===== src/rtl/shift_arbiter.sv =====
// Two-requester round-robin arbiter sharing one 16-bit barrel shifter, with a registered valid/ready result port.
// Optional build macro: SHIFT_ARB_FIXED_PRIO_EN gives requester 0 absolute priority.

module shifter (
    input  logic [15:0] shift_in,
    input  logic [3:0]  shamt,
    input  logic [1:0]  mode,
    output logic [15:0] shift_out
);
    logic signed [15:0] sra_in;

    always_comb begin
        sra_in    = $signed(shift_in);
        shift_out = 16'h0000;
        case (mode)
            2'b00:   shift_out = shift_in << shamt;
            2'b01:   shift_out = sra_in >>> shamt;
            // The left term vanishes at shamt 0 because a 16-bit value shifted by 16 is zero.
            2'b10:   shift_out = (shift_in >> shamt) | (shift_in << (5'd16 - {1'b0, shamt}));
            default: shift_out = 16'h0000;
        endcase
    end
endmodule

module shift_arbiter (
    input  logic        clk,
    input  logic        rst,
    input  logic        req0_valid,
    output logic        req0_ready,
    input  logic [15:0] req0_data,
    input  logic [3:0]  req0_shamt,
    input  logic [1:0]  req0_mode,
    input  logic        req1_valid,
    output logic        req1_ready,
    input  logic [15:0] req1_data,
    input  logic [3:0]  req1_shamt,
    input  logic [1:0]  req1_mode,
    output logic        res_valid,
    input  logic        res_ready,
    output logic [15:0] res_data,
    output logic        res_id
);
    logic        slot_free;
    logic        grant1;
    logic        accept;
    logic [15:0] sh_in;
    logic [3:0]  sh_amt;
    logic [1:0]  sh_mode;
    logic [15:0] sh_out;
    logic        vld_p0;
    logic [15:0] data_p0;
    logic        id_p0;
`ifndef SHIFT_ARB_FIXED_PRIO_EN
    logic        last_grant;
`endif

    always_comb begin
        slot_free = ~vld_p0 | res_ready;
`ifdef SHIFT_ARB_FIXED_PRIO_EN
        grant1 = req1_valid & ~req0_valid;
`else
        // On a tie the requester that did not win last time goes next.
        grant1 = req1_valid & (~req0_valid | ~last_grant);
`endif
        req0_ready = ~rst & slot_free & req0_valid & ~grant1;
        req1_ready = ~rst & slot_free & grant1;
        accept     = (req0_valid & req0_ready) | (req1_valid & req1_ready);
        sh_in      = grant1 ? req1_data  : req0_data;
        sh_amt     = grant1 ? req1_shamt : req0_shamt;
        sh_mode    = grant1 ? req1_mode  : req0_mode;
    end

    shifter u_shifter (
        .shift_in  (sh_in),
        .shamt     (sh_amt),
        .mode      (sh_mode),
        .shift_out (sh_out)
    );

    // Result register stage
    always_ff @(posedge clk) begin
        if (rst) begin
            vld_p0  <= 1'b0;
            data_p0 <= 16'h0000;
            id_p0   <= 1'b0;
`ifndef SHIFT_ARB_FIXED_PRIO_EN
            last_grant <= 1'b1;
`endif
        end else if (accept) begin
            vld_p0  <= 1'b1;
            data_p0 <= sh_out;
            id_p0   <= grant1;
`ifndef SHIFT_ARB_FIXED_PRIO_EN
            last_grant <= grant1;
`endif
        end else if (res_ready) begin
            vld_p0 <= 1'b0;
        end
    end

    assign res_valid = vld_p0;
    assign res_data  = data_p0;
    assign res_id    = id_p0;
endmodule


===== config.mk =====
export PLATFORM = sky130hd
export DESIGN_NAME = shift_arbiter
export DESIGN_NICKNAME = d
export VERILOG_FILES = /design/src/rtl/shift_arbiter.sv
export SDC_FILE = /design/constraint.sdc
export NUM_CORES = 1
export LEC_CHECK = 0
export CAP_MARGIN = 20
export CORE_UTILIZATION = 55
export DETAILED_ROUTE_END_ITERATION = 12
export GPL_TIMING_DRIVEN = 0
export PLACE_DENSITY = 0.9
export SLEW_MARGIN = 20
export SYNTH_ARGS = -nofsm -noshare
export SYNTH_HDL_FRONTEND = slang
export SYNTH_SLANG_ARGS = --single-unit

===== constraint.sdc =====
create_clock -name clk -period 7.4 [get_ports clk]
set_input_delay 0.74 -clock clk [delete_from_list [all_inputs] [get_ports clk]]
set_output_delay 0.74 -clock clk [all_outputs]
set_load 0.1 [all_outputs]

==> results by group <==
Worst hold path
  • Hold Path Class: reg -> reg
  • Hold_sp: res_data[2]
  • Worst hold path cell count: 2
  • WHS Endpoint: res_data[2]

Final layout
  • Final instance area: 5000 um^2
  • N_diodes: 0
  • Fin nets: 682
  • Fill cells: 699
  • Area delta synth->final: 20.2%
  • Final non-filler cell total: 730
  • Commonest non-fill, non-tap cell in the layout: mux2i_1
  • Layout cells sized above 1: 7.92%
  • Register Area: 380 um^2
  • Area of the multi-input gates: 3540 um^2
  • Most frequent cells in the layout: mux2i_1, nand2_1, clkdlybuf4s50_1

Logic synthesis
  • Sequential share of the synthesized area: 9.14%
  • Yosys cell types: 65
  • Synth top area cells: mux2i_1, dfxtp_1, nand2_1
  • FFs w/ async S/R, synth: 0%
  • Cell taking the most area after synthesis: mux2i_1
  • Synth warn: 0
  • Main flop type after synthesis: dfxtp_1
  • Mapped cell area: 4160 um^2
  • Syn Nets: 610
  • Number of synthesized register bits: 19
  • Post-synth EDFFs: 0
  • Area share of the largest cell type after synthesis: 25.5%
  • Syn Area/Cell: 7.43 um^2
  • Cells after Synth: 560

Worst setup path
  • Setup Crit Path Kind: in -> out
  • Worst setup path startpoint: req1_valid
  • Worst reg2reg path depth: 13
  • Reg-to-Reg Start: last_grant
  • CP Launch Type: input pin
  • Crit path DAT: 4.45 ns
  • R2R setup slack: 3.24 ns
  • Worst Path Max Fanout: 10
  • WP data required: 6.66 ns
  • FF-to-FF End: res_data[12]
  • Crit end category: primary output

Placement
  • RePlAce Congestion: 1.04
  • Post-place setup slack: 2.36 ns
  • Final HPWL DP: 14200 um
  • Placed insts: 726
  • Port buffer count: 67
  • Dpl cell area: 4950 um^2

Power
  • Pwr dens: 138 nW/um^2
  • Worst VDD drop: 107 uV
  • Leakage power: 1.98 nW

Floorplan
  • FP Rows: 31
  • Die width: 89.0 um
  • Core area: 7290 um^2
  • Die Area: 7920 um^2
  • Io pins: 69
  • Starting Density: 57.1%
  • Height of the die: 89.0 um

Clock network
  • Clk Latency, worst-skew pair: 0.26 ns
  • Reg clk slew, reported paths: 0.07 ns
  • Setup Fix Bufs, Post-CTS: 0
  • Total CTS buffers: 3
  • CTS sink cnt: 19
  • Hold buffers post-CTS: 0
  • Clock buffer depth: 2
  • Clk root buf: clkbuf_8
  • CTS resizes: 0
  • CTS H-tree depth: 1
  • CTS tree: yes

STA
  • Final setup fails: 0
  • Post-route clock period utilization: 70.1%
  • Worst-margin pin slew: 1.09 ns
  • Crit path time final: 5.19 ns
  • Final worst slack: 2.21 ns
  • Fmax: 0.193 GHz
  • Fin Hold WS: 0.495 ns
  • Fin Setup TNS: 0 ns
  • RSZ-0062 raised after global routing: false
  • Setup Skew: 0.00393 ns
  • Final hold vios: 0
  • Max-slew violations: 0
  • Worst slew margin: 26.8%

Global route
  • Vias in the first global route: 5075
  • GRT Util Overall: 46.2%
  • Initial antenna violation count: 0
  • Overflow after GRT: 0
  • Largest net degree at the start of global routing: 11
  • First-pass GRT wire length: 27400 um

Route
  • Remaining DRCs: 0
  • Final ANT Viol Nets: 0
  • DR vias/cell: 7.36
  • Total Wirelength: 17800 um
  • First-pass detailed-route iteration total: 7
  • Routed vias: 5373
  • First DRT Iteration DRCs: 766
  • Post-DR wirelength/cell: 24.4 um

Outcome
  • Status: complete, no violations

Job
  • MaxCap Viol Count: 0
sequential cells by signal, indices dropped and copies added (netlist names):
signal	cells
res_data	16
res_valid	1
res_id	1
last_grant	1
Yosys cell counts, drive strengths merged, types with 2 or more instances:
cell type and n:
mux2i 108, nand2 67, nor2 42, a21oi 37, o21ai 33, buf 28
dfxtp 19, clkbuf 17, mux2 16, nor2b 16, a211oi 15, nor3 15
o211ai 14, nand3 13, nand2b 10, a221oi 9, and3 9, mux4 7
a311oi 6, inv 6, and2 5, o21a 5, o221ai 5, a31oi 4
a32oi 4, o32ai 4, xnor2 4, a21boi 3, a22o 3, a22oi 3
nand3b 3, o31ai 3, a221o 2, a222oi 2, a311o 2, a31o 2
and4 2, nor4 2, o22a 2, o31a 2
critical path, cell delays in order:
cell	delay (ns)
clkdlybuf4s50_1	0.52
a21boi_1	0.32
buf_2	0.35
buf_4	0.28
buf_2	0.31
clkbuf_1	0.53
and3_1	0.26
clkdlybuf4s50_1	1.13
area by class of cell:
| cell class | count | share of cell area (%) |
|---|---|---|
| plain buffers | 45 | 4.33 |
| clock buffers | 4 | 0.901 |
| inverters | 6 | 0.450 |
| multi-input cells | 490 | 70.8 |
| flip-flops and latches | 19 | 7.61 |
| well taps | 99 | 2.48 |
| repair buffers | 67 | 13.4 |
report_power, final:
group / total, mW / internal [mW] / switching (mW)
Clock: 0.0725 / 0.0383 / 0.0342
Combinational: 0.502 / 0.176 / 0.327
Sequential: 0.115 / 0.110 / 0.00483
Total: 0.690 / 0.324 / 0.366
worst max-delay path by stage:
stage,endpoint,slack [ns],cells after the start
floorplan,req0_ready,3.80,6
global placement,req1_ready,2.41,8
detailed placement,req1_ready,2.36,8
CTS,req1_ready,2.35,8
global route,req1_ready,2.13,8
finish,req1_ready,2.21,8
stage by stage:
stage / util [%] / power (mW)
final: 68.6 / 0.690
after detailed placement: 67.9 / 0.596
after global routing: 68.6 / 0.717
after global placement: 67.9 / 0.591
after floorplan: - / 0.444
after CTS: 68.6 / 0.669
layer usage:
layer  wire length (um)  global-route usage [%]
met5                  0                       0
met4               1030                    21.5
met3               2240                    12.3
met2               7550                    72.8
met1               7020                    58.9
logic make-up (layout without fill, tap and decap cells):
| kind of cell | after synthesis | in the layout | synth area share [%] |
|---|---|---|---|
| adder cells (fa/ha/maj) | 1 | 1 | 0.301 |
| AO/OA/AOI/OAI | 169 | 169 | 28.1 |
| buffers and inverters | 51 | 122 | 5.74 |
| XOR/XNOR | 4 | 4 | 1.47 |
| flip-flops | 19 | 19 | 9.14 |
| AND/OR/NAND/NOR | 185 | 185 | 20.6 |
| multiplexers | 131 | 131 | 34.6 |
Power figures use the tool's default switching activity.
